## src/rtl/l2_vc_miss_initiator.sv

```systemverilog
// l2_vc_miss_initiator
// Miss controller on the request side of the L2 <-> victim-cache link.
// On an L2 miss it probes the VC, falls back to memory if the VC misses,
// pushes the L2 victim (with its dirty bit) into the VC, then hands the
// fill line back to the L2 datapath.
//
// Handshake semantics, used for both the VC and the memory port:
//   A request (L2_read, L2_write, pmem_read) is a level that is raised
//   when the controller enters the state owning it. It stays high, with
//   its address/data/dirty fields held stable, until the responder
//   answers in the same cycle (VC_ack / foh for the VC, pmem_resp for
//   memory). The answer is consumed on that clock edge. After any
//   VC_ack the controller spends one cycle with every request low,
//   which covers the VC's post-ack break.
//
// All outputs are decoded from registered state only (Moore); nothing
// from the VC or memory inputs reaches an output combinationally.

module l2_vc_miss_initiator #(
   parameter int ADDR_W = 16,
   parameter int LINE_W = 128
) (
   input  logic              clk,
   input  logic              rst,
   // L2 miss side
   input  logic              miss_req,
   input  logic [ADDR_W-1:0] miss_addr,
   input  logic              victim_valid,
   input  logic              victim_dirty,
   input  logic [ADDR_W-1:0] victim_addr,
   input  logic [LINE_W-1:0] victim_data,
   output logic              miss_busy,
   output logic              fill_valid,
   output logic [LINE_W-1:0] fill_data,
   // victim cache side
   output logic              L2_read,
   output logic              L2_write,
   output logic              L2_dirty_bit,
   output logic [ADDR_W-1:0] vc_addr,
   output logic [LINE_W-1:0] vc_wdata,
   input  logic [LINE_W-1:0] vc_rdata,
   input  logic              VC_ack,
   input  logic              foh,
   // memory side
   output logic              pmem_read,
   output logic [ADDR_W-1:0] pmem_addr,
   input  logic [LINE_W-1:0] pmem_rdata,
   input  logic              pmem_resp,
   output logic              L2toPmem_busy,
   // debug view of the controller state
   output logic [2:0]        dbg_state_o
);

   // Low four address bits are the byte offset inside a 16-byte line.
   localparam int OFF_W = 4;

   typedef enum logic [2:0] {
      S_IDLE   = 3'd0,
      S_VC_RD  = 3'd1,
      S_BRK1   = 3'd2,
      S_MEM_RD = 3'd3,
      S_VC_WR  = 3'd4,
      S_BRK2   = 3'd5,
      S_DONE   = 3'd6
   } state_e;

   state_e            state_q, state_d;
   logic [ADDR_W-1:0] miss_addr_q, miss_addr_d;
   logic [ADDR_W-1:0] victim_addr_q, victim_addr_d;
   logic              victim_valid_q, victim_valid_d;
   logic              victim_dirty_q, victim_dirty_d;
   logic [LINE_W-1:0] victim_data_q, victim_data_d;
   logic [LINE_W-1:0] fill_q, fill_d;

   // Line-aligned copies of the latched addresses.
   logic [ADDR_W-1:0] miss_line_addr;
   logic [ADDR_W-1:0] victim_line_addr;

   assign miss_line_addr   = {miss_addr_q[ADDR_W-1:OFF_W], {OFF_W{1'b0}}};
   assign victim_line_addr = {victim_addr_q[ADDR_W-1:OFF_W], {OFF_W{1'b0}}};

   // Next-state and capture logic; inputs only matter in the states that own them.
   always_comb begin
      state_d        = state_q;
      miss_addr_d    = miss_addr_q;
      victim_addr_d  = victim_addr_q;
      victim_valid_d = victim_valid_q;
      victim_dirty_d = victim_dirty_q;
      victim_data_d  = victim_data_q;
      fill_d         = fill_q;

      case (state_q)
         S_IDLE: begin
            if (miss_req) begin
               miss_addr_d    = miss_addr;
               victim_addr_d  = victim_addr;
               victim_valid_d = victim_valid;
               victim_dirty_d = victim_dirty;
               victim_data_d  = victim_data;
               state_d        = S_VC_RD;
            end
         end

         S_VC_RD: begin
            // A hit outranks a simultaneous foh.
            if (VC_ack) begin
               fill_d  = vc_rdata;
               state_d = S_BRK1;
            end else if (foh) begin
               state_d = S_MEM_RD;
            end
         end

         S_BRK1: begin
            state_d = victim_valid_q ? S_VC_WR : S_DONE;
         end

         S_MEM_RD: begin
            if (pmem_resp) begin
               fill_d  = pmem_rdata;
               state_d = victim_valid_q ? S_VC_WR : S_DONE;
            end
         end

         S_VC_WR: begin
            // The VC may first drain its own dirty LRU entry; keep waiting.
            if (VC_ack) begin
               state_d = S_BRK2;
            end
         end

         S_BRK2: begin
            state_d = S_DONE;
         end

         S_DONE: begin
            state_d = S_IDLE;
         end

         default: begin
            state_d = S_IDLE;
         end
      endcase
   end

   // Moore output decode from the registered state and latched fields.
   always_comb begin
      miss_busy     = 1'b0;
      fill_valid    = 1'b0;
      L2_read       = 1'b0;
      L2_write      = 1'b0;
      L2_dirty_bit  = 1'b0;
      vc_addr       = '0;
      vc_wdata      = '0;
      pmem_read     = 1'b0;
      pmem_addr     = '0;
      L2toPmem_busy = 1'b0;

      if (state_q != S_IDLE) begin
         miss_busy = 1'b1;
      end

      case (state_q)
         S_VC_RD: begin
            L2_read = 1'b1;
            vc_addr = miss_line_addr;
         end
         S_MEM_RD: begin
            pmem_read     = 1'b1;
            L2toPmem_busy = 1'b1;
            pmem_addr     = miss_line_addr;
         end
         S_VC_WR: begin
            L2_write     = 1'b1;
            vc_addr      = victim_line_addr;
            vc_wdata     = victim_data_q;
            L2_dirty_bit = victim_dirty_q;
         end
         S_DONE: begin
            fill_valid = 1'b1;
         end
         default: begin
         end
      endcase
   end

   assign fill_data   = fill_q;
   assign dbg_state_o = state_q;

   // State and latch registers; reset aborts any transaction in progress.
   always_ff @(posedge clk) begin
      if (rst) begin
         state_q        <= S_IDLE;
         miss_addr_q    <= '0;
         victim_addr_q  <= '0;
         victim_valid_q <= 1'b0;
         victim_dirty_q <= 1'b0;
         victim_data_q  <= '0;
         fill_q         <= '0;
      end else begin
         state_q        <= state_d;
         miss_addr_q    <= miss_addr_d;
         victim_addr_q  <= victim_addr_d;
         victim_valid_q <= victim_valid_d;
         victim_dirty_q <= victim_dirty_d;
         victim_data_q  <= victim_data_d;
         fill_q         <= fill_d;
      end
   end

endmodule

```

## config.mk

```make
export PLATFORM = sky130hd
export DESIGN_NAME = l2_vc_miss_initiator
export DESIGN_NICKNAME = d
export VERILOG_FILES = /design/src/rtl/l2_vc_miss_initiator.sv
export SDC_FILE = /design/constraint.sdc
export NUM_CORES = 1
export LEC_CHECK = 0
export ABC_AREA = 0
export CELL_PAD_IN_SITES_DETAIL_PLACEMENT = 0
export CELL_PAD_IN_SITES_GLOBAL_PLACEMENT = 1
export CORE_AREA = 2 2 279 281
export DETAILED_ROUTE_END_ITERATION = 10
export DIE_AREA = 0 0 281 283
export PLACE_DENSITY = 0.64
export SYNTH_ARGS = -nofsm -noshare
export SYNTH_HDL_FRONTEND = slang
export SYNTH_SLANG_ARGS = --single-unit
```

## constraint.sdc

```tcl
create_clock -name clk -period 4.8 [get_ports clk]
set_input_delay 1.2 -clock clk [delete_from_list [all_inputs] [get_ports clk]]
set_output_delay 1.2 -clock clk [all_outputs]
set_load 0.005 [all_outputs]
```

After elaboration in Yosys (flattened, before gate mapping)
Cells that the tools add are included.
Widths: inputs -> output; s select.
Word-level totals
  flip-flop bits (word level): 293
  bits in latches: 0
  bits in writable memories: 0
  bits in read-only memories: 0
  input bits: 424
  output and inout port bits: 298
  word-level logic and storage cells: 43
  memories: 0
Operators by class
  add/sub/neg operators: 0
  multiply operators: 0
  divide/modulo/power cells: 0
  magnitude comparators: 0
  eq/ne operators: 11
  shift-type cells: 0
  multiplexer cells: 19
  bitwise gates (word level): 0
  reductions and logical operators: 6
Operators by type and width (number)
  $mux 128: 3
  $pmux 128 s2: 1
  $pmux 16 s2: 1
  $pmux 3 s6: 1
  $mux 16: 1
  $mux 3: 5
  $eq 3x3->1 const B: 3
  $ne 2x2->1 const B: 4
  $eq 3x2->1 const B: 2
  $mux 1: 6
  $reduce_and 4->1: 1
  $eq 3x1->1 const B: 1
  $logic_not 3->1: 1
  $ne 3x3->1 const B: 1
  $reduce_and 3->1: 1
  $reduce_bool 3->1: 1
  $mux 2: 1
  $reduce_and 2->1: 1
  $reduce_bool 2->1: 1

Depth between registers and ports, before layout
Gate-level depths: netlist of run 1.
  depth in word-level cells: 3
  depth in mapped cells: 7
  mapped depth without buffers: 5

Worst setup path before layout of run 1
OpenSTA, ideal clock, no wires.
  kind: register to output
  start: register state_q[2], in the netlist dbg_state_o[2]
  end: output vc_wdata[100]
  data arrival time: 1.405 ns
  data required time: 3.600 ns
  path slack: 2.195 ns
  stages on the path, launching flop included: 7
  path buffers: 3
  cell sequence: dfxtp_1 buf_2 inv_1 nor3_4 buf_2 clkbuf_2 and2_1
Between the ends
  cells in the longest elaborated chain, start to end: 2
Ends and longest elaborated chain
  start: declaration: line 67  | state_e state_q, state_d;
  start signal: assignment: line 201  | state_q <= state_d;
  $eq 3x3->1: line 163  | case (state_q)
  $mux 128: line 163
  end: declaration: line 40  | output logic [LINE_W-1:0] vc_wdata,
Every way passes these cells.

Final worst setup path of run 1
  start: register state_q[2], in the netlist dbg_state_o[2]
  end: output vc_addr[4]
Between the ends
  cells in the longest elaborated chain, start to end: 2
  elaborated cells on any way between the ends: 3
Ends and longest elaborated chain
  $eq 3x3->1 / $eq 3x1->1 (equally long branches): line 163
  $pmux 16 s2 *: line 163
  end: declaration: line 39  | output logic [ADDR_W-1:0] vc_addr,
Every way passes the cells marked *; elsewhere a longest branch is shown, timed or not.

==> results.md, run 1 <==
* I/O pins at 722
* Synth area leader: dfxtp_1
* Final core utilization at 29.0%
* Actual slew at the worst max-slew pin at 1.07 ns
* DIE WIDTH at 281 um
* CTS clock-pin slew for the worst setup and hold paths at around 0.060 ns
* Worst EP required at 3.60 ns
* Core box area at approximately 0.077 mm2
* DRT antenna net count at 0
* Hpwl dp at 41,100 um
* Post-synth ARST share at 0%
* H-tree level count at 2
* Seq. cell area at 0.00571 mm2
* RSZ-0062 raised after global routing: false
* Final Hold Violating Endpoints at 0
* Slew margin rel. at 28.7%
* Vias in the first global route at between 10,000 and 15,000
* Cell Area, Synth at roughly 0.013 mm2
* Syn-to-layout area delta at 65.7%
* Via/cell ratio at 4.28
* WL/cell at 17.5 um
* Post-synth top area share at 42.5%
* Initial Util at 17.5%
* CP delay by family, top: buffers and inverters
* R2R Setup Slk at 1.59 ns
* Synth unique cells at 34
* DR iter-0 viols at 429
* Worst slack, placed at 1.10 ns
* Ys Warns at 0
* CTS tree: yes
* Register-to-Register Path Depth at 5
* Share of cells above drive strength 1 at 3.70%
* Gpl congestion at between 0.7 and 0.8
* Critical Path Source: dbg_state_o[2]
* Crit Path Class: flip-flop to primary output
* CTS buffer count at 37
* Post-synth EDFFs at 0
* Port buffer count at 705
* Total wire length at 57,400 um
* Slowest cell delay on critical path at roughly 0.66 ns
* Peak supply drop at 0.000305 V
* RR Endpoint: fill_data[43]
* CTS Buffer Depth at 3
* Clk_lat worst skew at between 0.5 and 0.6 ns
* CP Cell Sequence: inv_1 > nor3_4 > buf_4 > a22o_1 > clkdlybuf4s50_1
* Worst setup EP type: primary output
* Worst path slowest cell: dfxtp_1
* FMAX at between 200 and 250 MHz
* Worst EP arrival at approximately 3 ns
* Grt ovf at 0
* Most instantiated cells after synthesis: nand2_1 (309), a21oi_1 (285), dfxtp_1 (285), and2_1 (130), a211oi_1 (128)
* Hold wc startpoint: victim_data_q[52]
* CTS Hold Bufs at 0
* Leakage Power at 0.00747 uW
* Status: completed
* Worst-path fanout max at 63
* Max-cap viol count at 0
* Final worst setup slack at 0.593 ns
* Initial antenna violation count at 7
* Die Ht at 283 um
* WP buf/inv at 3
* DRT Pass-1 Iters at 5
* Crit start category: flip-flop
* First-pass GRT wire length at between 80,000 and 90,000 um
* Post-CTS setup buffers at 0
* Filler Cells Inserted at 8,137
* WHS Endpoint: victim_data_q[52]
* Count leader, synth: nand2_1
* Final worst path period need at ~4.2 ns
* Setup Skew at 0.0243 ns
* Multi-input logic area at 0.00673 mm2
* Register area share after synthesis at 42.5%
* Area contributors post-synth: dfxtp_1 (43%), a21oi_1 (11%), nand2_1 (8.6%), a211oi_1 (7.2%), nand3b_1 (7.1%)
* Max Transition Viols Final at 0
* All-layer global routing usage at between 10% and 20%
* # clock sinks at 285
* Hold depth at 2
* DRC at 0
* Via Count at 14,100
* Hold Path Class: flip-flop to flip-flop
* Site row count at 102
* Clock root buffer: clkbuf_16
* DIE AREA at 0.0795 mm2
* Largest net degree at the start of global routing at 207
* Seq cells post-synth at 285
* Worst r2r src: dbg_state_o[0]
* Post-Synthesis Cells at approximately 1,600
* Post-cts resize count at 0
* Final period utilization at 87.6%
* NumNets Final at 2,649
* Top_reg_cell synth: dfxtp_1
* Syn avg cell area at approximately 8.2 um2
* Pwr dens at 378 mW/mm2
* Final setup TNS at 0 ns
* Final setup viols at 0
-- registers in the layout, indices dropped and copies added, names as in the netlist --
register,count
victim_dirty_q,1
victim_data_q,128
victim_valid_q,1
fill_data,128
dbg_state_o,3
miss_addr_q,12
victim_addr_q,12
-- where the power goes --
part | total, uW | internal (uW) | switching, uW
sequential | 3010 | 2780 | 237
clock | 2720 | 1630 | 1100
combinational | 2670 | 1230 | 1430
total | 8400 | 5640 | 2760
-- layer usage --
metal | track usage (%) | up-vias | share of wire (%)
met3 | 4.66 | 83 | 8.5
met1 | 15.1 | 6546 | 39
met2 | 23.8 | 502 | 49
met4 | 6.08 | 0 | 3.2
met5 | 0 | - | 0
li1 | - | 6950 | -
-- worst register-to-register path, cell delays in order, from the launching register on --
cell	delay, ns
dfxtp_1	0.67
nor2b_4	0.61
buf_4	0.55
buf_12	0.52
a21oi_1	0.50
a211oi_1	0.26
-- layout by cell type, fill, tap and decap left out, drive strengths merged, types with 2 or more instances in the layout --
cell | netlist | routed
ha | 2 | 2
nor3b | 2 | 2
o32ai | 2 | 2
nor3 | 2 | 2
clkdlybuf4s50 | 0 | 703
a22o | 13 | 13
dfxtp | 285 | 285
nor2 | 4 | 4
buf | 105 | 24
clkinv | 0 | 5
diode | 0 | 5
a211oi | 128 | 128
or3 | 3 | 3
conb | 1 | 8
o21ai | 3 | 3
inv | 4 | 5
nor2b | 2 | 2
and2 | 130 | 130
o31ai | 127 | 127
bufinv | 0 | 2
nand2 | 309 | 309
a21oi | 285 | 285
and3 | 13 | 13
clkbuf | 91 | 49
nand3b | 127 | 127
-- area by class of cell --
type	instances	share of cell area, %
repair buffers	727	32.8
multi-input cells	1168	30.3
flip-flops and latches	285	25.7
well taps	1040	5.85
clock buffers	49	4.69
clock inverters	9	0.557
inverters	4	0.0788
diodes	5	0.0563
-- cells by family after synthesis --
family,Yosys count,synth area share [%]
fa+ha+maj,2,0.186
simple gates,596,23.3
other cells,1,0.0279
compound gates,561,26.2
flops,285,42.5
mux,1,0.0839
buf+inv,200,7.70
-- worst max path at each step --
stage,endpoint,slack [ns],cells after the start
2_1_floorplan,vc_wdata[100],2.19,6
3_3_place_gp,vc_wdata[117],1.17,5
3_5_place_dp,vc_wdata[117],1.10,5
4_1_cts,vc_wdata[117],0.48,5
5_1_grt,vc_wdata[117],0.33,5
6_report,vc_addr[4],0.59,5
-- metrics by stage --
stage	power [uW]	area (um2)	std cells	hold slack, ns
floorplan	4530	13400	1653	0.432
global placement	5710	21100	3224	0.439
detailed placement	5760	21100	3224	0.442
CTS	8550	22200	3282	0.450
global route	8920	22200	3286	0.459
finish	8400	22200	3287	0.446
Note: power is estimated with default switching activity, not from simulation.
==> run 2: changes to the inputs <==
Settings changed: CTS_CLUSTER_DIAMETER from default to 200, GPL_TIMING_DRIVEN from default to 1.
==> results of run 2 <==
The final DEF is identical to that of run 1; final timing and power are the same.
==> run 3: changes to the inputs <==
Settings changed: SLEW_MARGIN from default to 20.
==> results of run 3 <==
The final DEF is identical to that of run 1; final timing and power are the same.
